`src/rtl/mult_share_arbiter_pkg.sv`:
```
// Shared definitions for the multiplier-sharing arbiter: state encoding,
// round-robin pick function and the default watchdog limit.
package mult_arb_pkg;

  localparam int MAX_REQ = 8;

  typedef enum logic [2:0] {
    ST_IDLE  = 3'd0,
    ST_LOAD  = 3'd1,
    ST_START = 3'd2,
    ST_BUSY  = 3'd3,
    ST_DONE  = 3'd4
  } state_t;

  function automatic int wdog_default(input int width);
    return 4 * width + 8;
  endfunction

  // First asserted request scanning upward from ptr+1, wrapping at num_req.
  function automatic logic [2:0] next_rr(input logic [2:0] ptr,
                                         input logic [MAX_REQ-1:0] req,
                                         input int num_req);
    logic [2:0] pick;
    logic       found;
    int         idx;
    pick  = ptr;
    found = 1'b0;
    for (int k = 1; k <= MAX_REQ; k++) begin
      if (k <= num_req) begin
        idx = (int'(ptr) + k) % num_req;
        if (!found && req[idx[2:0]]) begin
          pick  = idx[2:0];
          found = 1'b1;
        end
      end
    end
    return pick;
  endfunction

endpackage

```
`src/rtl/mult_share_arbiter_if.sv`:
```
// Requester and multiplier signals of the arbiter; master is the arbiter side.
// The timeout pair exists only when MULT_ARB_WATCHDOG_EN is defined.
interface mult_share_arbiter_if #(
  parameter int NUM_REQ = 2,
  parameter int WIDTH   = 4
);
  logic [NUM_REQ-1:0]       req, req_t;
  logic [NUM_REQ*WIDTH-1:0] a_in, b_in;
  logic [NUM_REQ-1:0]       a_in_t, b_in_t;
  logic [NUM_REQ-1:0]       gnt, done;
  logic                     gnt_t, done_t;
  logic [2*WIDTH-1:0]       product_out;
  logic                     product_t;
  logic                     busy;
  logic                     mult_start, mult_start_t;
  logic [WIDTH-1:0]         mult_a, mult_b;
  logic                     mult_a_t, mult_b_t;
  logic                     mult_done, mult_done_t;
  logic [2*WIDTH-1:0]       mult_product;
  logic                     mult_product_t;
`ifdef MULT_ARB_WATCHDOG_EN
  logic                     timeout, timeout_t;
`endif

  modport master (
`ifdef MULT_ARB_WATCHDOG_EN
    output timeout, output timeout_t,
`endif
    input  req, input req_t, input a_in, input a_in_t, input b_in, input b_in_t,
    output gnt, output gnt_t, output done, output done_t,
    output product_out, output product_t, output busy,
    output mult_start, output mult_start_t,
    output mult_a, output mult_b, output mult_a_t, output mult_b_t,
    input  mult_done, input mult_done_t, input mult_product, input mult_product_t
  );

  modport slave (
`ifdef MULT_ARB_WATCHDOG_EN
    input  timeout, input timeout_t,
`endif
    output req, output req_t, output a_in, output a_in_t, output b_in, output b_in_t,
    input  gnt, input gnt_t, input done, input done_t,
    input  product_out, input product_t, input busy,
    input  mult_start, input mult_start_t,
    input  mult_a, input mult_b, input mult_a_t, input mult_b_t,
    output mult_done, output mult_done_t, output mult_product, output mult_product_t
  );
endinterface

```
`src/rtl/mult_share_arbiter_rr_picker.sv`:
```
// Combinational round-robin pick; the selection taint depends on every request.
module rr_picker
  import mult_arb_pkg::*;
#(
  parameter int NUM_REQ = 2,
  parameter int IDX_W   = 1
) (
  input  logic [NUM_REQ-1:0] req,
  input  logic [NUM_REQ-1:0] req_t,
  input  logic [IDX_W-1:0]   ptr,
  output logic [IDX_W-1:0]   pick,
  output logic               any_req,
  output logic               pick_t
);
  assign any_req = |req;
  assign pick_t  = |req_t;
  assign pick    = IDX_W'(next_rr(3'(ptr), MAX_REQ'(req), NUM_REQ));
endmodule

```
`src/rtl/mult_share_arbiter.sv`:
```
// Round-robin sequencer sharing one sequential multiplier among NUM_REQ requesters,
// with taint tracking. Optional BUSY watchdog enabled by defining MULT_ARB_WATCHDOG_EN.
module mult_share_arbiter
  import mult_arb_pkg::*;
#(
  parameter int NUM_REQ = 2,
  parameter int WIDTH   = 4
`ifdef MULT_ARB_WATCHDOG_EN
  ,
  parameter int WDOG_CYCLES = wdog_default(WIDTH)
`endif
) (
  input logic                  clk,
  input logic                  rst,
  mult_share_arbiter_if.master bus
);
  localparam int IDX_W = (NUM_REQ > 1) ? $clog2(NUM_REQ) : 1;

  state_t             state, state_nxt;
  logic [IDX_W-1:0]   owner, ptr, pick;
  logic               any_req, pick_t, arb_t;
  logic [WIDTH-1:0]   a_q, b_q;
  logic               a_t_q, b_t_q;
  logic [2*WIDTH-1:0] prod_q;
  logic               prod_t_q, done_t_q;
  logic               wdog_hit;

  rr_picker #(.NUM_REQ(NUM_REQ), .IDX_W(IDX_W)) u_picker (
    .req     (bus.req),
    .req_t   (bus.req_t),
    .ptr     (ptr),
    .pick    (pick),
    .any_req (any_req),
    .pick_t  (pick_t)
  );

`ifdef MULT_ARB_WATCHDOG_EN
  localparam int CNT_W = $clog2(WDOG_CYCLES + 1);
  logic [CNT_W-1:0] wdog_cnt;
  logic             timeout_q, timeout_t_q;

  // The hit fires on the edge where the count would reach WDOG_CYCLES.
  assign wdog_hit = (state == ST_BUSY) && !bus.mult_done &&
                    (wdog_cnt == CNT_W'(WDOG_CYCLES - 1));

  always_ff @(posedge clk or negedge rst) begin
    if (!rst) begin
      wdog_cnt    <= '0;
      timeout_q   <= 1'b0;
      timeout_t_q <= 1'b0;
    end else begin
      if (state == ST_START) wdog_cnt <= '0;
      else if (state == ST_BUSY) wdog_cnt <= wdog_cnt + 1'b1;
      if (state == ST_BUSY) begin
        timeout_q   <= wdog_hit;
        timeout_t_q <= arb_t | bus.mult_done_t;
      end
    end
  end

  assign bus.timeout   = timeout_q && (state == ST_DONE);
  assign bus.timeout_t = timeout_t_q;
`else
  assign wdog_hit = 1'b0;
`endif

  always_ff @(posedge clk or negedge rst) begin
    if (!rst) state <= ST_IDLE;
    else      state <= state_nxt;
  end

  always_comb begin
    state_nxt      = state;
    bus.gnt        = '0;
    bus.done       = '0;
    bus.mult_start = 1'b0;
    unique case (state)
      ST_IDLE:  if (any_req) state_nxt = ST_LOAD;
      ST_LOAD: begin
        bus.gnt[owner] = 1'b1;
        state_nxt      = ST_START;
      end
      ST_START: begin
        bus.mult_start = 1'b1;
        state_nxt      = ST_BUSY;
      end
      ST_BUSY:  if (bus.mult_done || wdog_hit) state_nxt = ST_DONE;
      ST_DONE: begin
        bus.done[owner] = 1'b1;
        state_nxt       = ST_IDLE;
      end
      default:  state_nxt = ST_IDLE;
    endcase
  end

  // Product and its taints land on the BUSY exit edge so they are valid during the done pulse.
  always_ff @(posedge clk or negedge rst) begin
    if (!rst) begin
      owner    <= '0;
      ptr      <= IDX_W'(NUM_REQ - 1);
      arb_t    <= 1'b0;
      a_q      <= '0;
      b_q      <= '0;
      a_t_q    <= 1'b0;
      b_t_q    <= 1'b0;
      prod_q   <= '0;
      prod_t_q <= 1'b0;
      done_t_q <= 1'b0;
    end else begin
      unique case (state)
        ST_IDLE: if (any_req) begin
          owner <= pick;
          arb_t <= pick_t;
        end
        ST_LOAD: begin
          a_q   <= bus.a_in[owner*WIDTH +: WIDTH];
          b_q   <= bus.b_in[owner*WIDTH +: WIDTH];
          a_t_q <= bus.a_in_t[owner];
          b_t_q <= bus.b_in_t[owner];
          ptr   <= owner;
        end
        ST_BUSY: if (bus.mult_done || wdog_hit) begin
          prod_q   <= bus.mult_done ? bus.mult_product : '0;
          prod_t_q <= bus.mult_product_t | arb_t | bus.mult_done_t | a_t_q | b_t_q;
          done_t_q <= arb_t | bus.mult_done_t;
        end
        default: ;
      endcase
    end
  end

  assign bus.gnt_t        = arb_t;
  assign bus.mult_start_t = arb_t;
  assign bus.done_t       = done_t_q;
  assign bus.product_out  = prod_q;
  assign bus.product_t    = prod_t_q;
  assign bus.busy         = (state != ST_IDLE);
  assign bus.mult_a       = a_q;
  assign bus.mult_b       = b_q;
  assign bus.mult_a_t     = a_t_q;
  assign bus.mult_b_t     = b_t_q;

endmodule
```
`src/flat_wrapper.sv`:
```
// flat-port wrapper written by rule: the top's interface ports become plain ports
module mult_share_arbiter_flat import mult_arb_pkg::*;
#(
  parameter int NUM_REQ = 2,
  parameter int WIDTH   = 4

)
  (clk, rst, bus_req, bus_req_t, bus_a_in, bus_a_in_t, bus_b_in, bus_b_in_t, bus_gnt, bus_gnt_t, bus_done, bus_done_t, bus_product_out, bus_product_t, bus_busy, bus_mult_start, bus_mult_start_t, bus_mult_a, bus_mult_b, bus_mult_a_t, bus_mult_b_t, bus_mult_done, bus_mult_done_t, bus_mult_product, bus_mult_product_t);
  mult_share_arbiter_if #(.NUM_REQ(NUM_REQ), .WIDTH(WIDTH)) bus_i ();
  input logic clk;
  input logic rst;
  input wire logic [$bits(bus_i.req)-1:0] bus_req;
  input wire logic [$bits(bus_i.req_t)-1:0] bus_req_t;
  input wire logic [$bits(bus_i.a_in)-1:0] bus_a_in;
  input wire logic [$bits(bus_i.a_in_t)-1:0] bus_a_in_t;
  input wire logic [$bits(bus_i.b_in)-1:0] bus_b_in;
  input wire logic [$bits(bus_i.b_in_t)-1:0] bus_b_in_t;
  output wire logic [$bits(bus_i.gnt)-1:0] bus_gnt;
  output wire logic [$bits(bus_i.gnt_t)-1:0] bus_gnt_t;
  output wire logic [$bits(bus_i.done)-1:0] bus_done;
  output wire logic [$bits(bus_i.done_t)-1:0] bus_done_t;
  output wire logic [$bits(bus_i.product_out)-1:0] bus_product_out;
  output wire logic [$bits(bus_i.product_t)-1:0] bus_product_t;
  output wire logic [$bits(bus_i.busy)-1:0] bus_busy;
  output wire logic [$bits(bus_i.mult_start)-1:0] bus_mult_start;
  output wire logic [$bits(bus_i.mult_start_t)-1:0] bus_mult_start_t;
  output wire logic [$bits(bus_i.mult_a)-1:0] bus_mult_a;
  output wire logic [$bits(bus_i.mult_b)-1:0] bus_mult_b;
  output wire logic [$bits(bus_i.mult_a_t)-1:0] bus_mult_a_t;
  output wire logic [$bits(bus_i.mult_b_t)-1:0] bus_mult_b_t;
  input wire logic [$bits(bus_i.mult_done)-1:0] bus_mult_done;
  input wire logic [$bits(bus_i.mult_done_t)-1:0] bus_mult_done_t;
  input wire logic [$bits(bus_i.mult_product)-1:0] bus_mult_product;
  input wire logic [$bits(bus_i.mult_product_t)-1:0] bus_mult_product_t;
  assign bus_i.req = bus_req;
  assign bus_i.req_t = bus_req_t;
  assign bus_i.a_in = bus_a_in;
  assign bus_i.a_in_t = bus_a_in_t;
  assign bus_i.b_in = bus_b_in;
  assign bus_i.b_in_t = bus_b_in_t;
  assign bus_gnt = bus_i.gnt;
  assign bus_gnt_t = bus_i.gnt_t;
  assign bus_done = bus_i.done;
  assign bus_done_t = bus_i.done_t;
  assign bus_product_out = bus_i.product_out;
  assign bus_product_t = bus_i.product_t;
  assign bus_busy = bus_i.busy;
  assign bus_mult_start = bus_i.mult_start;
  assign bus_mult_start_t = bus_i.mult_start_t;
  assign bus_mult_a = bus_i.mult_a;
  assign bus_mult_b = bus_i.mult_b;
  assign bus_mult_a_t = bus_i.mult_a_t;
  assign bus_mult_b_t = bus_i.mult_b_t;
  assign bus_i.mult_done = bus_mult_done;
  assign bus_i.mult_done_t = bus_mult_done_t;
  assign bus_i.mult_product = bus_mult_product;
  assign bus_i.mult_product_t = bus_mult_product_t;
  mult_share_arbiter #(.NUM_REQ(NUM_REQ), .WIDTH(WIDTH)) u_core (.clk(clk), .rst(rst), .bus(bus_i));
endmodule
```
`config.mk`:
```
export PLATFORM = sky130hd
export DESIGN_NAME = mult_share_arbiter_flat
export DESIGN_NICKNAME = d
export VERILOG_FILES = /design/src/rtl/mult_share_arbiter_pkg.sv /design/src/rtl/mult_share_arbiter_if.sv /design/src/rtl/mult_share_arbiter_rr_picker.sv /design/src/rtl/mult_share_arbiter.sv /design/src/flat_wrapper.sv
export SDC_FILE = /design/constraint.sdc
export NUM_CORES = 1
export LEC_CHECK = 0
export CORE_AREA = 4 4 77 57
export DETAILED_ROUTE_END_ITERATION = 10
export DIE_AREA = 0 0 81 61
export PLACE_DENSITY = 0.83
export SLEW_MARGIN = 20
export SYNTH_ARGS = -nofsm -noshare
export SYNTH_HDL_FRONTEND = slang
export SYNTH_SLANG_ARGS = --single-unit
```
`constraint.sdc`:
```
create_clock -name clk -period 3.7 [get_ports clk]
set_clock_uncertainty 0.1 [all_clocks]
set_input_delay 0.925 -clock clk [delete_from_list [all_inputs] [get_ports clk]]
set_output_delay 0.925 -clock clk [all_outputs]
set_load 0.02 [all_outputs]
```
==> run metrics, run 1 <==
critical path arrival 1970 ps; number of port buffers 64; die area 0.00494 mm2; final worst slack 706 ps; Net Sw Frac 0.396; ys flop type dfrtp_1; drt wl/cell 15.2 um; power share of the clock group 0.110; largest net degree at the start of global routing 27; relative slew slack 0.512; Post-Syn Area 0.00124 mm2; clock latency on the worst-skew pair 270 ps; EDFF count, synth 0; Hold Crit Endpoint u_core.bus.product_t$_DFFE_PN0P_; Crit. End Element primary output; Num CTS Buffers 3; fillers 326; clock-pin slew on the worst setup and hold paths 90 ps; Setup Viol. Count Final 0; Least-Margin Pin Slew 732 ps; RSZ-0062 raised after global routing false; Rows 18; DRT iter0 DRCs 25; Synth Area in Compound Gates 0.109; sw power 0.654 mW; crit share post-route 0.809; synthesized net count 139; FF+latch count, synth 26; outcome complete, no violations; fmax 0.334 GHz; Flop pwr share 0.349; R2R setup slack 2070 ps; final-stage net count 204; Synth Instances 102; GPL Wtd Cong 0.736; Critical R2R Capture u_core.ptr$_DFFE_PN1N_; xor-xnor portion of the synthesized cell area 0; Adder-Cell Fraction of Synth Area 0; maxcap violations 0; Worst Setup Path Type flop to primary output; number of global-route vias before repair 1118; io pins 65; post-CTS setup buffer count 0; Clock Tree Buf Depth 2; Resized Gates After CTS 0; root buffer cell clkbuf_8; vias 1011; DRT Wirelength 3280 um; die height 61 um; simple logic cell fraction of the synthesized area 0.139; GRT overflow 0; pre-CTS WS 1020 ps; CP required 2670 ps; die width 81 um; GRT Total Usage 0.144; combinational family with the most area after synthesis multiplexers; Max IR drop VDD 0.000483 V; Initial Utilization 0.348; initial antenna violation count 0; # hold bufs at CTS 0; Max Transition Viols Final 0; Clock Sink Count 26; vias per cell 4.68; post-synthesis sequential area ratio 0.526; ant diodes 0; combinational share of power 0.541; YS warnings 0; Power Internal 1.00 mW; post-synthesis mux area share 0.178; crit path launch type flop; Hold Path Stages 1; Antenna Nets Post-Route 0; Leak 0.834 nW; worst reg-to-reg path cell count 3; Worst Min Path Start u_core.bus.product_t$_DFFE_PN0P_; final setup TNS 0 ps; cell total after placement 212; Final Hold Fails 0; top post-synthesis cells by area dfrtp_1, mux2i_1, a21oi_2; distinct cell type count after synthesis 27; Pwr Density 842 mW/mm2; Layout Cells excl Fill 216; layout cell share with drive strength beyond 1 0.187; Crit Path Max Fanout 16; Min-Delay Path Class flop to flop; Core ar. 0.00356 mm2; TritonCTS clock tree yes; ys async rst share 1.00; mean area per synthesized cell 12.1 um2; worst r2r src u_core.state[0]$_DFFE_PN0P_; post-synth top area share 0.505; global-route wire length before repair 5210 um; area delta synth->final 58.6%; drt drc 0; final design utilization 0.552; post-synth top area cell dfrtp_1; Post-DP HPWL 2590 um; Final min period 2990 ps; Pre-antenna DRT Iters 3; H-tree depth 1
## power groups by stage
stage	Combinational [mW]	Sequential, mW	Clock [mW]
final	0.895	0.578	0.181
after global routing	0.960	0.602	0.203
after CTS	0.908	0.578	0.190
after detailed placement	0.906	0.582	0
after global placement	0.879	0.562	0
after floorplan	0.440	0.666	0
## synthesized netlist by cell type, types with 2 or more instances
cell,instances
a21oi_2,10
mux2i_1,10
dfrtp_1,25
buf_4,2
inv_1,3
buf_2,2
a21oi_1,2
nor2_1,15
nand2_1,5
mux2_4,5
buf_6,2
nor3_1,3
mux2_2,4
## placed cells by master, fill, tap and decap left out, types with 2 or more instances in the layout
cell             synthesis  final
mux2_4                   5      5
mux2i_1                 10     10
clkdlybuf4s50_1          0     64
nor3_1                   3      3
a21oi_2                 10     10
buf_4                    2      2
dfrtp_1                 25     25
a21oi_1                  2      2
nand2_1                  5      5
nor2_1                  15     15
inv_1                    3      3
mux2_2                   4      4
clkbuf_8                 0      4
## final cells by class
type | count | area (um2) | area share
multi-input cells | 67 | 528 | 0.269
flip-flops and latches | 26 | 652 | 0.332
repair buffers | 66 | 656 | 0.334
clock buffers | 4 | 55.1 | 0.0280
well taps | 50 | 62.6 | 0.0318
inverters | 3 | 11.3 | 0.00573
## kinds of logic (layout without fill, tap and decap cells)
kind of cell	Yosys count	after routing
and+or+nand+nor	31	31
DFF	26	26
muxes	19	19
AOI/OAI and AO/OA	17	17
buffers and inverters	9	73
## flip-flops by register name, indices dropped and copies added (netlist names)
name                    flops
u_core.bus.product_out      8
u_core.bus.mult_a           4
u_core.bus.mult_b           4
u_core.state                3
u_core.bus.done_t           1
u_core.bus.gnt_t            1
u_core.bus.mult_a_t         1
u_core.bus.mult_b_t         1
u_core.bus.product_t        1
u_core.owner                1
u_core.ptr                  1
## worst max-delay path, cell delays in order (launching register included)
cell             delay [ps]
dfrtp_1                 830
and3_1                  270
clkdlybuf4s50_1         610
## worst max-delay path by stage
stage               cells after the start                         from          end
floorplan                               2  u_core.state[0]$_DFFE_PN0P_   bus_gnt[0]
global placement                        2     u_core.owner$_DFFE_PN0P_  bus_done[1]
global route                            2     u_core.owner$_DFFE_PN0P_  bus_done[1]
CTS                                     2     u_core.owner$_DFFE_PN0P_  bus_done[1]
finish                                  2     u_core.owner$_DFFE_PN0P_  bus_done[1]
detailed placement                      2     u_core.owner$_DFFE_PN0P_  bus_done[1]
## routing by layer
metal	vias to the layer above	track usage	share of wire
met5	-	0	0
li1	480	-	-
met4	0	0.0530	0.016
met2	36	0.261	0.51
met1	491	0.162	0.40
met3	4	0.0430	0.071
## per-stage QoR
stage	instance area, um2	power (mW)	hold WS (ps)
after floorplan	1240	1.11	465
after global placement	1910	1.44	364
after detailed placement	1910	1.49	383
after CTS	1960	1.68	404
after global routing	1960	1.76	429
final	1960	1.65	404
Power figures use the tool's default switching activity.
==> inputs of run 2 (changes only) <==
--- a/config.mk
+++ b/config.mk
@@ -8,7 +8,7 @@
 export CORE_AREA = 4 4 77 57
 export DETAILED_ROUTE_END_ITERATION = 10
 export DIE_AREA = 0 0 81 61
-export PLACE_DENSITY = 0.83
+export PLACE_DENSITY = 0.85
 export SLEW_MARGIN = 20
 export SYNTH_ARGS = -nofsm -noshare
 export SYNTH_HDL_FRONTEND = slang
==> constraint.sdc (replaced) <==
create_clock -name clk -period 2.54 [get_ports clk]
set_clock_uncertainty 0.1 [all_clocks]
set_input_delay 0.635 -clock clk [delete_from_list [all_inputs] [get_ports clk]]
set_output_delay 0.635 -clock clk [all_outputs]
set_load 0.02 [all_outputs]
==> run 2 against run 1 <==
Against the previous run:
- final cell count grew 1.4%
- sequential share of layout area decreased by 0.76 points
- die area unchanged
- hold slack got worse by 12 ps
- setup slack worse by 600 ps
- cell area increased by 2.9%
- non-clock buffer count increased by 3
- via count shrank 1.5%
- global-route usage up 0.25 points
- sequential power grew 41%
- clock power up 89%
- highest routed layer unchanged
==> run metrics, run 2 (synthesized netlist as in run 1, its figures left out) <==
fmax 0.411 GHz; CP required 1800 ps (-870 ps); # hold bufs at CTS 0 (unchanged); Leak 0.906 nW (+8.7%); drt drc 0 (unchanged); Pre-antenna DRT Iters 5 (+2); die width 81 um (unchanged); Register Area 656 um2 (+0.58%); Core ar. 0.00356 mm2 (unchanged); cell total after placement 214 (+0.94%); Rows 18 (unchanged); Num CTS Buffers 3 (unchanged); relative slew slack 0.773 (+0.261); Post-DP HPWL 2640 um (+2.0%); GRT Total Usage 0.146 (+0.00246); final-stage net count 207 (+1.5%); root buffer cell clkbuf_8; GPL Wtd Cong 0.708 (-3.8%); worst setup path start u_core.state[1]$_DFFE_PN0P_; Crit Path Max Fanout 7 (-9); critical path arrival 1700 ps (-270 ps); io pins 65 (unchanged); Hold WS 391 ps (-12.5 ps); die height 61 um (unchanged); Initial Utilization 0.348 (unchanged); Pwr Density 1250 mW/mm2 (+49%); die area 0.00494 mm2 (unchanged); Crit. End Element primary output; H-tree depth 1 (unchanged); worst reg-to-reg path cell count 3 (unchanged); worst r2r src u_core.state[2]$_DFFE_PN0P_; Worst path slowest cell clkdlybuf4s50_1; area delta synth->final 63.2%; Max Transition Viols Final 0 (unchanged); ant diodes 0 (unchanged); vias 996 (-1.5%); Worst Min Path Start u_core.bus.product_t$_DFFE_PN0P_; TritonCTS clock tree yes; Final Hold Fails 0 (unchanged); Least-Margin Pin Slew 341 ps (-392 ps); multi-input logic area 536 um2 (+1.4%); Max IR drop VDD 0.000805 V (+67%); Clock Sink Count 26 (unchanged); fillers 324 (-0.61%); number of port buffers 64 (unchanged); number of global-route vias before repair 1109 (-0.81%); outcome complete, no violations; vias per cell 4.55 (-2.8%); GRT overflow 0 (unchanged); Worst Setup Path Type flop to primary output; initial antenna violation count 0 (unchanged); Setup Viol. Count Final 0 (unchanged); Antenna Nets Post-Route 0 (unchanged); Hold Path Stages 1 (unchanged); crit share post-route 0.959; global-route wire length before repair 5370 um (+3.1%); layout cell share with drive strength beyond 1 0.231 (+0.0440); Min-Delay Path Class flop to flop; most frequent cells in the layout clkdlybuf4s50_1, dfrtp_1, nor2_1; maxcap violations 0 (unchanged); commonest non-fill, non-tap cell in the layout clkdlybuf4s50_1; max reg flops 8 (unchanged); clock latency on the worst-skew pair 270 ps (about the same); Final min period 2440 ps; CP peak stage delay 600 ps (-230 ps); crit path launch type flop; largest net degree at the start of global routing 27 (unchanged); critical-path cell list nor2_2 > and3_1 > clkdlybuf4s50_1; Clock Tree Buf Depth 2 (unchanged); DRT iter0 DRCs 20 (-20%); Layout Cells excl Fill 219 (+1.4%); DRT Wirelength 3320 um (+1.0%); clock-pin slew on the worst setup and hold paths 90 ps (about the same); drt wl/cell 15.1 um (-0.35%)
==> run 2: what timing repair did <==
item,4_1_cts,5_1_grt
gates resized for setup,1,7
buffers inserted,0,1
endpoints found under the setup margin,2,5
==> run 2: critical path: cells and delay by family (launching register included) <==
kind                   cells  cell delay, ps
DFF                        1             490
buffers and inverters      1             600
and+or+nand+nor            2             350
==> run 2: where the power goes <==
part	total [mW]	internal, mW	switching, mW
clock network	0.342	0.211	0.131
registers	0.813	0.629	0.184
logic	1.38	0.720	0.658
==> run 2: area by class of cell <==
type	instances	area share
timing repair buffer	69	0.339
inverter	3	0.00557
sequential	26	0.324
clock inverter	1	0.0149
multi-input combinational	67	0.265
clock buffer	3	0.0204
tap	50	0.0309
==> run 2: stage by stage <==
step           setup TNS [ps]  worst slack [ps]  total power [mW]  utilization  instance area (um2)
2_1_floorplan               0               695              1.61            -                 1240
3_3_place_gp                0               336              2.12        0.541                 1920
3_5_place_dp                0               280              2.19        0.541                 1920
4_1_cts                     0              24.6              2.54        0.561                 2000
5_1_grt                 -6.45             -6.45              2.70        0.568                 2020
6_report                    0               104              2.53        0.568                 2020
==> run 2: per-layer routing <==
metal | global-route usage | vias up | share of wire
li1 | - | 481 | -
met1 | 0.157 | 475 | 0.36
met2 | 0.284 | 38 | 0.56
met3 | 0.0430 | 2 | 0.074
met4 | 0.0386 | 0 | 0.0057
met5 | 0 | - | 0
==> run 2: path summary, 6_finish.rpt <==
check | slack (ps) | end
min reg2reg | 390 | u_core.bus.product_t$_DFFE_PN0P_
max in group asynchronous | 1410 | u_core.ptr$_DFFE_PN1N_
max | 100 | bus_done[1]
min in group asynchronous | 620 | u_core.bus.product_out[2]$_DFFE_PN0P_
max reg2reg | 980 | u_core.ptr$_DFFE_PN1N_
min | 390 | u_core.bus.product_t$_DFFE_PN0P_
==> inputs of run 3 (changes only) <==
--- a/config.mk
+++ b/config.mk
@@ -5,11 +5,11 @@
 export SDC_FILE = /design/constraint.sdc
 export NUM_CORES = 1
 export LEC_CHECK = 0
+export ABC_CLOCK_PERIOD_IN_PS = 2540
 export CORE_AREA = 4 4 77 57
 export DETAILED_ROUTE_END_ITERATION = 10
 export DIE_AREA = 0 0 81 61
 export PLACE_DENSITY = 0.85
-export SLEW_MARGIN = 20
 export SYNTH_ARGS = -nofsm -noshare
 export SYNTH_HDL_FRONTEND = slang
 export SYNTH_SLANG_ARGS = --single-unit
==> results of run 3 <==
No change in the layout: final DEF, timing and power equal those of run 2.
